--- config.mk ---
export PLATFORM = sky130hd
export DESIGN_NAME = enemy_draw_sequencer
export DESIGN_NICKNAME = d
export VERILOG_FILES = /design/src/rtl/enemy_pkg.sv /design/src/rtl/lowest_set_index.sv /design/src/rtl/enemy_draw_sequencer.sv
export SDC_FILE = /design/constraint.sdc
export NUM_CORES = 1
export LEC_CHECK = 0
export CAP_MARGIN = 40
export CORE_MARGIN = 10
export CORE_UTILIZATION = 40
export DETAILED_ROUTE_END_ITERATION = 6
export PLACE_DENSITY = 0.82
export REMOVE_ABC_BUFFERS = 1
export SYNTH_ARGS = -nofsm -noshare
export SYNTH_HDL_FRONTEND = slang
export SYNTH_SLANG_ARGS = --single-unit
--- constraint.sdc ---
create_clock -name clock -period 2.35 [get_ports clock]
set_input_delay 0.235 -clock clock [delete_from_list [all_inputs] [get_ports clock]]
set_output_delay 0.235 -clock clock [all_outputs]
set_load 0.05 [all_outputs]
--- src/rtl/enemy_pkg.sv ---
// Shared enemy/sprite definitions: draw-sequencer state encoding and the
// default pixel-bus widths used by the drawers, collision detector and VGA path.
package enemy_pkg;

  localparam int X_W_DEF      = 9;
  localparam int Y_W_DEF      = 8;
  localparam int COLOUR_W_DEF = 6;

  typedef enum logic [2:0] {
    S_IDLE    = 3'd0,
    S_SELECT  = 3'd1,
    S_GRANT   = 3'd2,
    S_RELEASE = 3'd3,
    S_DONE    = 3'd4
  } state_t;

endpackage

--- src/rtl/lowest_set_index.sv ---
// Combinational priority encoder: index of the lowest set bit plus a valid flag.
module lowest_set_index #(
  parameter int W = 3,
  localparam int IW = (W > 1) ? $clog2(W) : 1
) (
  input  logic [W-1:0]  vec,
  output logic          valid,
  output logic [IW-1:0] index
);

  // Scan from the top down so the last hit (lowest bit) wins.
  always_comb begin
    valid = 1'b0;
    index = '0;
    for (int i = W - 1; i >= 0; i--) begin
      if (vec[i]) begin
        valid = 1'b1;
        index = IW'(i);
      end
    end
  end

endmodule

--- src/rtl/enemy_draw_sequencer.sv ---
// Draw arbiter: grants each alive sprite drawer in ascending order, muxes the
// granted drawer's pixel stream to the VGA port, and guards each grant with a
// watchdog so a hung drawer cannot stall the frame.
import enemy_pkg::*;

module enemy_draw_sequencer #(
  parameter int NUM_CH    = 3,
  parameter int X_W       = X_W_DEF,
  parameter int Y_W       = Y_W_DEF,
  parameter int COLOUR_W  = COLOUR_W_DEF,
  parameter int TIMEOUT_W = 12
) (
  input  logic                       clock,
  input  logic                       reset,
  input  logic                       draw,
  input  logic [NUM_CH-1:0]          alive,
  input  logic [NUM_CH*X_W-1:0]      ch_x_draw,
  input  logic [NUM_CH*Y_W-1:0]      ch_y_draw,
  input  logic [NUM_CH*COLOUR_W-1:0] ch_colour,
  input  logic [NUM_CH-1:0]          ch_vga_write,
  input  logic [NUM_CH-1:0]          ch_draw_done,
  output logic [NUM_CH-1:0]          ch_draw,
  output logic [X_W-1:0]             x_draw,
  output logic [Y_W-1:0]             y_draw,
  output logic [COLOUR_W-1:0]        colour,
  output logic                       VGA_write,
  output logic                       draw_done,
  output logic                       timeout_err
);

  localparam int IDX_W = (NUM_CH > 1) ? $clog2(NUM_CH) : 1;

  state_t               state, state_nxt;
  logic [IDX_W-1:0]     idx, idx_nxt, enc_idx;
  logic [NUM_CH-1:0]    mask, mask_nxt, pend;
  logic [TIMEOUT_W-1:0] wdog, wdog_nxt;
  logic                 terr_nxt, enc_valid, gnt;

  // Channels still pending at or above the current index.
  always_comb begin
    pend = '0;
    for (int i = 0; i < NUM_CH; i++) pend[i] = mask[i] && (i >= int'(idx));
  end

  lowest_set_index #(.W(NUM_CH)) u_lsi (
    .vec   (pend),
    .valid (enc_valid),
    .index (enc_idx)
  );

  // State and datapath registers.
  always_ff @(posedge clock or negedge reset) begin
    if (!reset) begin
      state       <= S_IDLE;
      idx         <= '0;
      mask        <= '0;
      wdog        <= '0;
      timeout_err <= 1'b0;
    end else begin
      state       <= state_nxt;
      idx         <= idx_nxt;
      mask        <= mask_nxt;
      wdog        <= wdog_nxt;
      timeout_err <= terr_nxt;
    end
  end

  // Next-state: walk the alive mask; dropping draw aborts back to IDLE from any active state.
  always_comb begin
    state_nxt = state;
    idx_nxt   = idx;
    mask_nxt  = mask;
    wdog_nxt  = wdog;
    terr_nxt  = timeout_err;
    case (state)
      S_IDLE: begin
        idx_nxt = '0;
        if (draw) begin
          mask_nxt  = alive;
          state_nxt = S_SELECT;
        end
      end
      S_SELECT: begin
        if (!draw) begin
          state_nxt = S_IDLE;
          idx_nxt   = '0;
        end else if (!enc_valid) begin
          state_nxt = S_DONE;
        end else begin
          idx_nxt   = enc_idx;
          wdog_nxt  = '0;
          state_nxt = S_GRANT;
        end
      end
      S_GRANT: begin
        if (!draw) begin
          state_nxt = S_IDLE;
          idx_nxt   = '0;
        end else if (wdog == '1) begin
          // Expiry wins over a coincident done so the hang is still reported.
          terr_nxt  = 1'b1;
          state_nxt = S_RELEASE;
        end else begin
          wdog_nxt = wdog + 1'b1;
          if (ch_draw_done[idx]) state_nxt = S_RELEASE;
        end
      end
      S_RELEASE: begin
        if (!draw) begin
          state_nxt = S_IDLE;
          idx_nxt   = '0;
        end else begin
          mask_nxt[idx] = 1'b0;
          if (idx == IDX_W'(NUM_CH - 1)) begin
            state_nxt = S_DONE;
          end else begin
            idx_nxt   = idx + 1'b1;
            state_nxt = S_SELECT;
          end
        end
      end
      S_DONE: begin
        if (!draw) begin
          state_nxt = S_IDLE;
          idx_nxt   = '0;
        end
      end
      default: state_nxt = S_IDLE;
    endcase
  end

  // Grant and pixel mux; gated by draw so an abort drops the stream in the same cycle.
  always_comb begin
    gnt       = (state == S_GRANT) && draw;
    ch_draw   = '0;
    x_draw    = '0;
    y_draw    = '0;
    colour    = '0;
    VGA_write = 1'b0;
    draw_done = (state == S_DONE);
    if (gnt) begin
      ch_draw[idx] = 1'b1;
      x_draw       = ch_x_draw[int'(idx)*X_W +: X_W];
      y_draw       = ch_y_draw[int'(idx)*Y_W +: Y_W];
      colour       = ch_colour[int'(idx)*COLOUR_W +: COLOUR_W];
      VGA_write    = ch_vga_write[idx];
    end
  end

endmodule

======== After elaboration in Yosys (flattened, before gate mapping) ========
Index checks and enable logic that the tools add are counted.
storage, ports and cells
  register bits after elaboration ......... 21
  bits of input ports ..................... 81
  output and inout port bits .............. 29
  word-level logic and storage cells ...... 92
cells by class
  $add $sub $neg .......................... 2
  $mul .................................... 2
  order comparisons ....................... 5
  eq/ne operators ......................... 17
  shift operators ......................... 3
  multiplexer cells ....................... 41
  bitwise gates (word level) .............. 2
  reduce and logical (&&, ||, !) cells .... 15
operator list
  cell                     count
  $mux W12                 4
  $mux W3                  12
  $shiftx A27 B7 Y9        1
  $pmux W12 S2             1
  $shiftx A24 B6 Y8        1
  $shiftx A18 B6 Y6        1
  $mux W2                  8
  $ne A2 B2 Y1 const B     8
  $pmux W3 S5              1
  $add A12 B1 Y12 const B  1
  $eq A12 B12 Y1 const B   1
  $mux W9                  1
  $reduce_and A3 Y1        3
  $mux W8                  1
  $pmux W2 S4              1
  $mux W1                  7
  $eq A3 B2 Y1 const B     2
  $mul A2 B4 Y6 const B    1
  $mux W6                  1
  $ne A3 B3 Y1 const B     2
  $pmux W3 S2              1
  $logic_and A1 B1 Y1      5
  $reduce_and A5 Y1        1
  $bmux W1 S2              2
  other kinds (18)         20

======== Depth between registers and ports, before layout ========
Gate-level depths: netlist of run 1.
  depth in word-level cells ............... 8
  mapped depth ............................ 8

======== Modules after synthesis ========
A second synthesis of run 1 with hierarchy kept.
unflattened totals
  cells, all modules ...................... 256
  area total of the unflattened synthesis .. 1934.4 um^2
by module, submodules not included
  module                times used  cells an instance  area an instance (um^2)
  enemy_draw_sequencer  1           253                1914.3
  lowest_set_index      1           3                  20.0

======== Worst setup path before layout of run 1 ========
OpenSTA, ideal clock, no wires.
  path kind ............................... reg2out
  start point ............................. reg idx[0]
  end point ............................... out colour[0]
  arrival time ............................ 1.913 ns
  path slack .............................. 0.202 ns
  stages on the path, launching flop included .. 7
  buffers on the path ..................... 3
  cells stage by stage .................... dfrtp_1 > clkbuf_1 > nor2b_1 > buf_6 > clkbuf_1 > a21oi_1 > nor2_1
between the ends
  cells in the longest elaborated chain, start to end .. 3
ends and longest elaborated chain
  what                    line                         RTL
  from (decl)             enemy_draw_sequencer.sv:34   logic [IDX_W-1:0] idx, idx_nxt, enc_idx;
  from (signal assigned)  enemy_draw_sequencer.sv:61   idx <= idx_nxt;
  $mul A2 B2 Y4           enemy_draw_sequencer.sv:145  colour = ch_colour[int'(idx)*COLOUR_W +: COLOUR_W];
  $shiftx A18 B6 Y6       enemy_draw_sequencer.sv:145
  $mux W6                 enemy_draw_sequencer.sv:141  if (gnt) begin
  to (decl)               enemy_draw_sequencer.sv:25   output logic [COLOUR_W-1:0] colour,
No other way between the ends.

======== Worst setup path in the final report of run 1 ========
  start point ............................. reg idx[1]
  end point ............................... out x_draw[5]
between the ends
  cells in the longest elaborated chain, start to end .. 3
ends and longest elaborated chain
  what               line                         RTL
  $mul A2 B4 Y6      enemy_draw_sequencer.sv:143  x_draw = ch_x_draw[int'(idx)*X_W +: X_W];
  $shiftx A27 B7 Y9  enemy_draw_sequencer.sv:143
  $mux W9            enemy_draw_sequencer.sv:141
  to (decl)          enemy_draw_sequencer.sv:23   output logic [X_W-1:0] x_draw,
No other way between the ends.

==> flow_metrics.env, run 1 <==
export IMPL_antenna_found_initial=0
export IMPL_grt_pass1_vias=2344
export IMPL_crit_required_ns=2.12
export IMPL_async_flop_share=1.00
export IMPL_yosysWarningCount=0
export IMPL_numCtsBuffers=3
export IMPL_ys_flop_type="dfrtp_1"
export IMPL_first_pass_iters=4
export IMPL_crit_type="reg2out"
export IMPL_rrSetupSlack_ns=0.43
export IMPL_power_mw=2.14
export IMPL_netlist_area_sq_um=2030
export IMPL_placeableCoreArea_sq_um=4820
export IMPL_setup_violations=0
export IMPL_io_pins=110
export IMPL_grt_total_usage=0.169
export IMPL_htree_levels=1
export IMPL_route_vias_total=2309
export IMPL_worstMarginPinSlew_ns=0.528
export IMPL_worstSetupEndpointType="primary output"
export IMPL_io_buffers=109
export IMPL_grt_pass1_wl_microns=11700
export IMPL_syn_inst=259
export IMPL_cp_start_kind="flip-flop"
export IMPL_clk_latency_ns=0.27
export IMPL_area_growth_pct=70.4
export IMPL_fin_worst_skew_ns=0.00618
export IMPL_drv_slew=0
export IMPL_grt_max_degree=31
export IMPL_ctsResizeCount=0
export IMPL_cts_buffer_depth=2
export IMPL_irDropWorstVdd_mv=0.287
export IMPL_grt_ovfl_total=0
export IMPL_initial_core_util=0.422
export IMPL_cts_root_buf="clkbuf_8"
export IMPL_die_area_sq_um=8330
export IMPL_ys_types=56
export IMPL_fin_cells=429
export IMPL_viasPerCell=5.38
export IMPL_max_cap_viol_count=0
export IMPL_drive_gt1_frac=0.144
export IMPL_min_path_type="in2async"
export IMPL_fin_crit_sh=0.918
export IMPL_n_fill_cell=372
export IMPL_clkTransAtPathRegs_ns=0.08
export IMPL_cp_arrival_ns=1.92
export IMPL_wl_per_cell_microns=17.0
export IMPL_ys_seq_area_frac=0.259
export IMPL_hold_viol_final=0
export IMPL_p_leak_nw=1.40
export IMPL_synth_seq_cells=21
export IMPL_path_max_fanout=24
export IMPL_clock_fmax_mhz=464
export IMPL_cts_num_sinks=21
export IMPL_fp_row_count=25
export IMPL_post_dp_hpwl_microns=5900
export IMPL_status="finished clean"
export IMPL_cts_hold_buf=0
export IMPL_routabilityCongestion=0.917
export IMPL_drcViolationCount=0
export IMPL_wirelength_microns=7300
export IMPL_multi_input_area_sq_um=1380
export IMPL_power_density_nw_per_um2=620
export IMPL_nets=449
export IMPL_whs_ns=0.305
export IMPL_synth_edff_count=0
export IMPL_ant_nets=0
export IMPL_die_h_microns=91.3
export IMPL_slew_headroom=0.647
export IMPL_layout_min_cycle_time_ns=2.16
export IMPL_dp_cells=425
export IMPL_cts_tree="done"
export IMPL_drt_iter0_drc=86
export IMPL_rsz0062_at_grt="false"
export IMPL_die_w_microns=91.3
export IMPL_avgSynthCellArea_sq_um=7.84
export IMPL_seqCellArea_sq_um=526
export IMPL_antenna_cells=0
export IMPL_post_cts_buffers=0
[cell usage after synthesis, types with 4 or more instances]
library cell | count | area, sq um
o21ai_0 | 5 | 25.0
a31oi_1 | 6 | 37.5
mux2i_1 | 27 | 270
nand2b_1 | 7 | 43.8
a21oi_1 | 30 | 150
nor3_1 | 8 | 40.0
nor2_1 | 50 | 188
clkbuf_1 | 8 | 30.0
inv_1 | 9 | 33.8
nand2_1 | 14 | 52.6
dfrtp_1 | 21 | 526
ha_1 | 5 | 62.6
nand3_1 | 4 | 20.0
[layout make-up]
cell class / instances / share of cell area
clock buffer: 3 / 0.0119
timing repair buffer: 117 / 0.403
clock inverter: 1 / 0.00145
multi-input combinational: 211 / 0.397
sequential: 21 / 0.152
tap: 67 / 0.0242
inverter: 9 / 0.00976
[worst paths after layout]
| check | start | to | cells after the start |
|---|---|---|---|
| max | idx[1] | x_draw[5] | 6 |
| min | reset | state[0] | 2 |
| max reg2reg | idx[1] | wdog[6] | 6 |
| min reg2reg | timeout_err | timeout_err | 1 |
| max in group asynchronous | reset | wdog[0] | 2 |
| min in group clock | timeout_err | timeout_err | 1 |
[worst max-delay path, cell delays in order, from the launching register on]
cell and delay, ns:
dfrtp_1 0.48, buf_4 0.42, mux2i_1 0.28, nor2_1 0.08, a21oi_1 0.13, nor2_1 0.08, buf_12 0.17
[placed cells by master, fill, tap and decap left out, drive strengths merged, types with 2 or more instances in the layout]
cell / count
a22o: 3
nor3b: 2
and3b: 2
o22ai: 3
buf: 35
clkdlybuf4s50: 82
and3: 3
and2: 3
a21o: 2
nor3: 8
clkbuf: 3
nor2: 50
a21oi: 31
inv: 9
a2bb2oi: 3
nand2b: 7
nand2: 15
or3: 2
nand3: 4
o221ai: 2
mux2i: 27
xor2: 2
o21ai: 5
o2111ai: 3
ha: 5
nor2b: 3
o211a: 2
a31oi: 6
dfrtp: 21
nand4: 3
[kinds of logic (layout without fill, tap and decap cells)]
logic type                 count (synthesis)  in the layout  synth area share
and+or+nand+nor                          107            107             0.272
AOI/OAI and AO/OA                         68             68             0.223
muxes                                     28             28             0.139
buffers and inverters                     27            130            0.0641
DFF                                       21             21             0.259
adders and majority gates                  5              5            0.0308
xor gates and xnor gates                   3              3            0.0129
[per-layer routing]
metal	vias up	track usage	wire length [microns]
li1	1134	-	-
met1	1094	0.181	2810
met2	69	0.314	3930
met3	12	0.0403	377
met4	0	0.0601	186
met5	-	0	0
[power by group]
part	switching (mW)	internal [mW]	leakage, nW
sequential	0.100	0.434	0.281
clock	0.123	0.118	0.0255
combinational	0.752	0.617	1.09
[metrics by stage]
stage,area [sq um],setup WS (ns),TNS [ns],util
after global placement,3410,0.492,0,0.709
after CTS,3460,0.192,0,0.718
after floorplan,1930,-0.554,-14.34,-
after global routing,3460,0.0637,0,0.718
final,3460,0.194,0,0.718
after detailed placement,3410,0.439,0,0.709
[sequential cells by signal (all words and copies together), names as in the netlist]
signal and flops:
timeout_err 1, state 3, idx 2, wdog 12
mask 3
No activity file was read; power rests on OpenSTA's default activity.
==> run 2, diff against run 1 <==
--- a/config.mk
+++ b/config.mk
@@ -9,7 +9,7 @@
 export CORE_MARGIN = 10
 export CORE_UTILIZATION = 40
 export DETAILED_ROUTE_END_ITERATION = 6
-export PLACE_DENSITY = 0.82
+export PLACE_DENSITY = 0.83
 export REMOVE_ABC_BUFFERS = 1
 export SYNTH_ARGS = -nofsm -noshare
 export SYNTH_HDL_FRONTEND = slang
==> run 2 against run 1 <==
Compared with the run above:
- clock power about the same
- critical path type unchanged
- worst setup slack better by 0.062 ns
- worst hold slack better by 0.0017 ns
- combinational power hardly changed
- sequential share of layout area about the same
==> flow_metrics.env, run 2 (synthesized netlist as in run 1, its figures left out) <==
export IMPL_viasPerCell=5.39
export IMPL_numCtsBuffers=3
export IMPL_antenna_cells=0
export IMPL_cts_num_sinks=21
export IMPL_path_max_fanout=20
export IMPL_grt_pass1_wl_microns=11800
export IMPL_first_pass_iters=4
export IMPL_timing_rr_start="idx[0]"
export IMPL_area_growth_pct=70.7
export IMPL_die_h_microns=91.3
export IMPL_initial_core_util=0.422
export IMPL_wl_met2_microns=4260
export IMPL_startpoint="idx[1]"
export IMPL_irDropWorstVdd_mv=0.265
export IMPL_cts_tree="done"
export IMPL_wl_met1_microns=2660
export IMPL_grt_ovfl_total=0
export IMPL_cts_root_buf="clkbuf_8"
export IMPL_largest_reg_flops=12
export IMPL_post_cts_buffers=0
export IMPL_fin_worst_skew_ns=0.00898
export IMPL_max_cap_viol_count=0
export IMPL_crit_required_ns=2.12
export IMPL_clock_fmax_mhz=478
export IMPL_layout_common_cells="clkdlybuf4s50_1 (82), nor2_1 (50), a21oi_1 (30)"
export IMPL_utilization=0.720
export IMPL_whs_ns=0.307
export IMPL_route_vias_total=2317
export IMPL_worstSetupEndpointType="primary output"
export IMPL_grt_pass1_vias=2315
export IMPL_nets=450
export IMPL_fp_row_count=25
export IMPL_hold_viol_final=0
export IMPL_wl_per_cell_microns=17.3
export IMPL_placeableCoreArea_sq_um=4820
export IMPL_die_w_microns=91.3
export IMPL_power_density_nw_per_um2=623
export IMPL_p_leak_nw=1.40
export IMPL_grt_total_usage=0.170
export IMPL_grt_max_degree=31
export IMPL_top_layer="met4"
export IMPL_top_register="wdog"
export IMPL_layout_min_cycle_time_ns=2.09
export IMPL_clk_latency_ns=0.26
export IMPL_post_dp_hpwl_microns=5990
export IMPL_r2r_cells=5
export IMPL_drv_slew=0
export IMPL_cts_hold_buf=0
export IMPL_io_pins=110
export IMPL_drt_iter0_drc=87
export IMPL_fin_crit_sh=0.891
export IMPL_rsz0062_at_grt="false"
export IMPL_antenna_found_initial=0
export IMPL_cp_start_kind="flip-flop"
export IMPL_htree_levels=1
export IMPL_drive_gt1_frac=0.143
export IMPL_setup_violations=0
export IMPL_clkTransAtPathRegs_ns=0.08
export IMPL_io_buffers=109
export IMPL_min_path_type="in2async"
export IMPL_cts_buffer_depth=2
export IMPL_crit_type="reg2out"
export IMPL_drcViolationCount=0
export IMPL_worstMarginPinSlew_ns=0.509
export IMPL_wl_met3_microns=413
export IMPL_slew_headroom=0.660
export IMPL_wirelength_microns=7430
export IMPL_layout_commonest_cell="clkdlybuf4s50_1"
export IMPL_ctsResizeCount=0
export IMPL_ant_nets=0
export IMPL_status="finished clean"
export IMPL_top_regs="wdog: 12 flops, mask: 3 flops, state: 3 flops"
export IMPL_cp_arrival_ns=1.86
export IMPL_routabilityCongestion=0.826
export IMPL_die_area_sq_um=8330
[run 2: cell count changes in the layout (fill, tap and decap cells not counted)]
cell      change
buf_4         +1
clkbuf_1      +1
clkinv_2      -1
[run 2: path summary, 6_finish.rpt]
path                          endpoint  slack, ns
setup / recovery             VGA_write       0.26
hold / removal                state[1]       0.31
setup reg to reg               wdog[6]       0.45
hold reg to reg            timeout_err       0.47
max in group asynchronous      wdog[6]       1.81
min in group clock         timeout_err       0.47
[run 2: critical path, stage by stage, from the launching register on]
cell and delay [ns]:
dfrtp_1 0.40, buf_4 0.23, nor2b_1 0.17, buf_4 0.26
a21oi_1 0.11, nor2_1 0.23, buf_12 0.18
[run 2: report_power, final]
part	switching (mW)	internal, mW
Clock	0.123	0.121
Combinational	0.763	0.627
Sequential	0.0908	0.433
[run 2: cell type report]
class / count / area, sq um
fill: 375 / 1350
clock buffer: 4 / 45.0
tap: 67 / 83.8
sequential: 21 / 526
timing repair buffer: 118 / 1400
inverter: 9 / 33.8
multi-input combinational: 211 / 1380
[run 2: through the flow]
stage | instance area (sq um) | instances | worst slack, ns | TNS (ns) | power [mW]
detailed placement | 3420 | 426 | 0.262 | 0 | 1.91
finish | 3470 | 430 | 0.256 | 0 | 2.16
global route | 3470 | 430 | 0.116 | 0 | 2.30
global placement | 3420 | 426 | 0.338 | 0 | 1.88
CTS | 3470 | 430 | 0.243 | 0 | 2.16
floorplan | 1930 | 241 | -0.554 | -14.34 | 1.33
[run 2: per-layer routing]
metal | GRT usage | vias up
met5 | 0 | -
met4 | 0.0326 | 0
met3 | 0.0329 | 6
met2 | 0.342 | 73
met1 | 0.176 | 1103
li1 | - | 1135
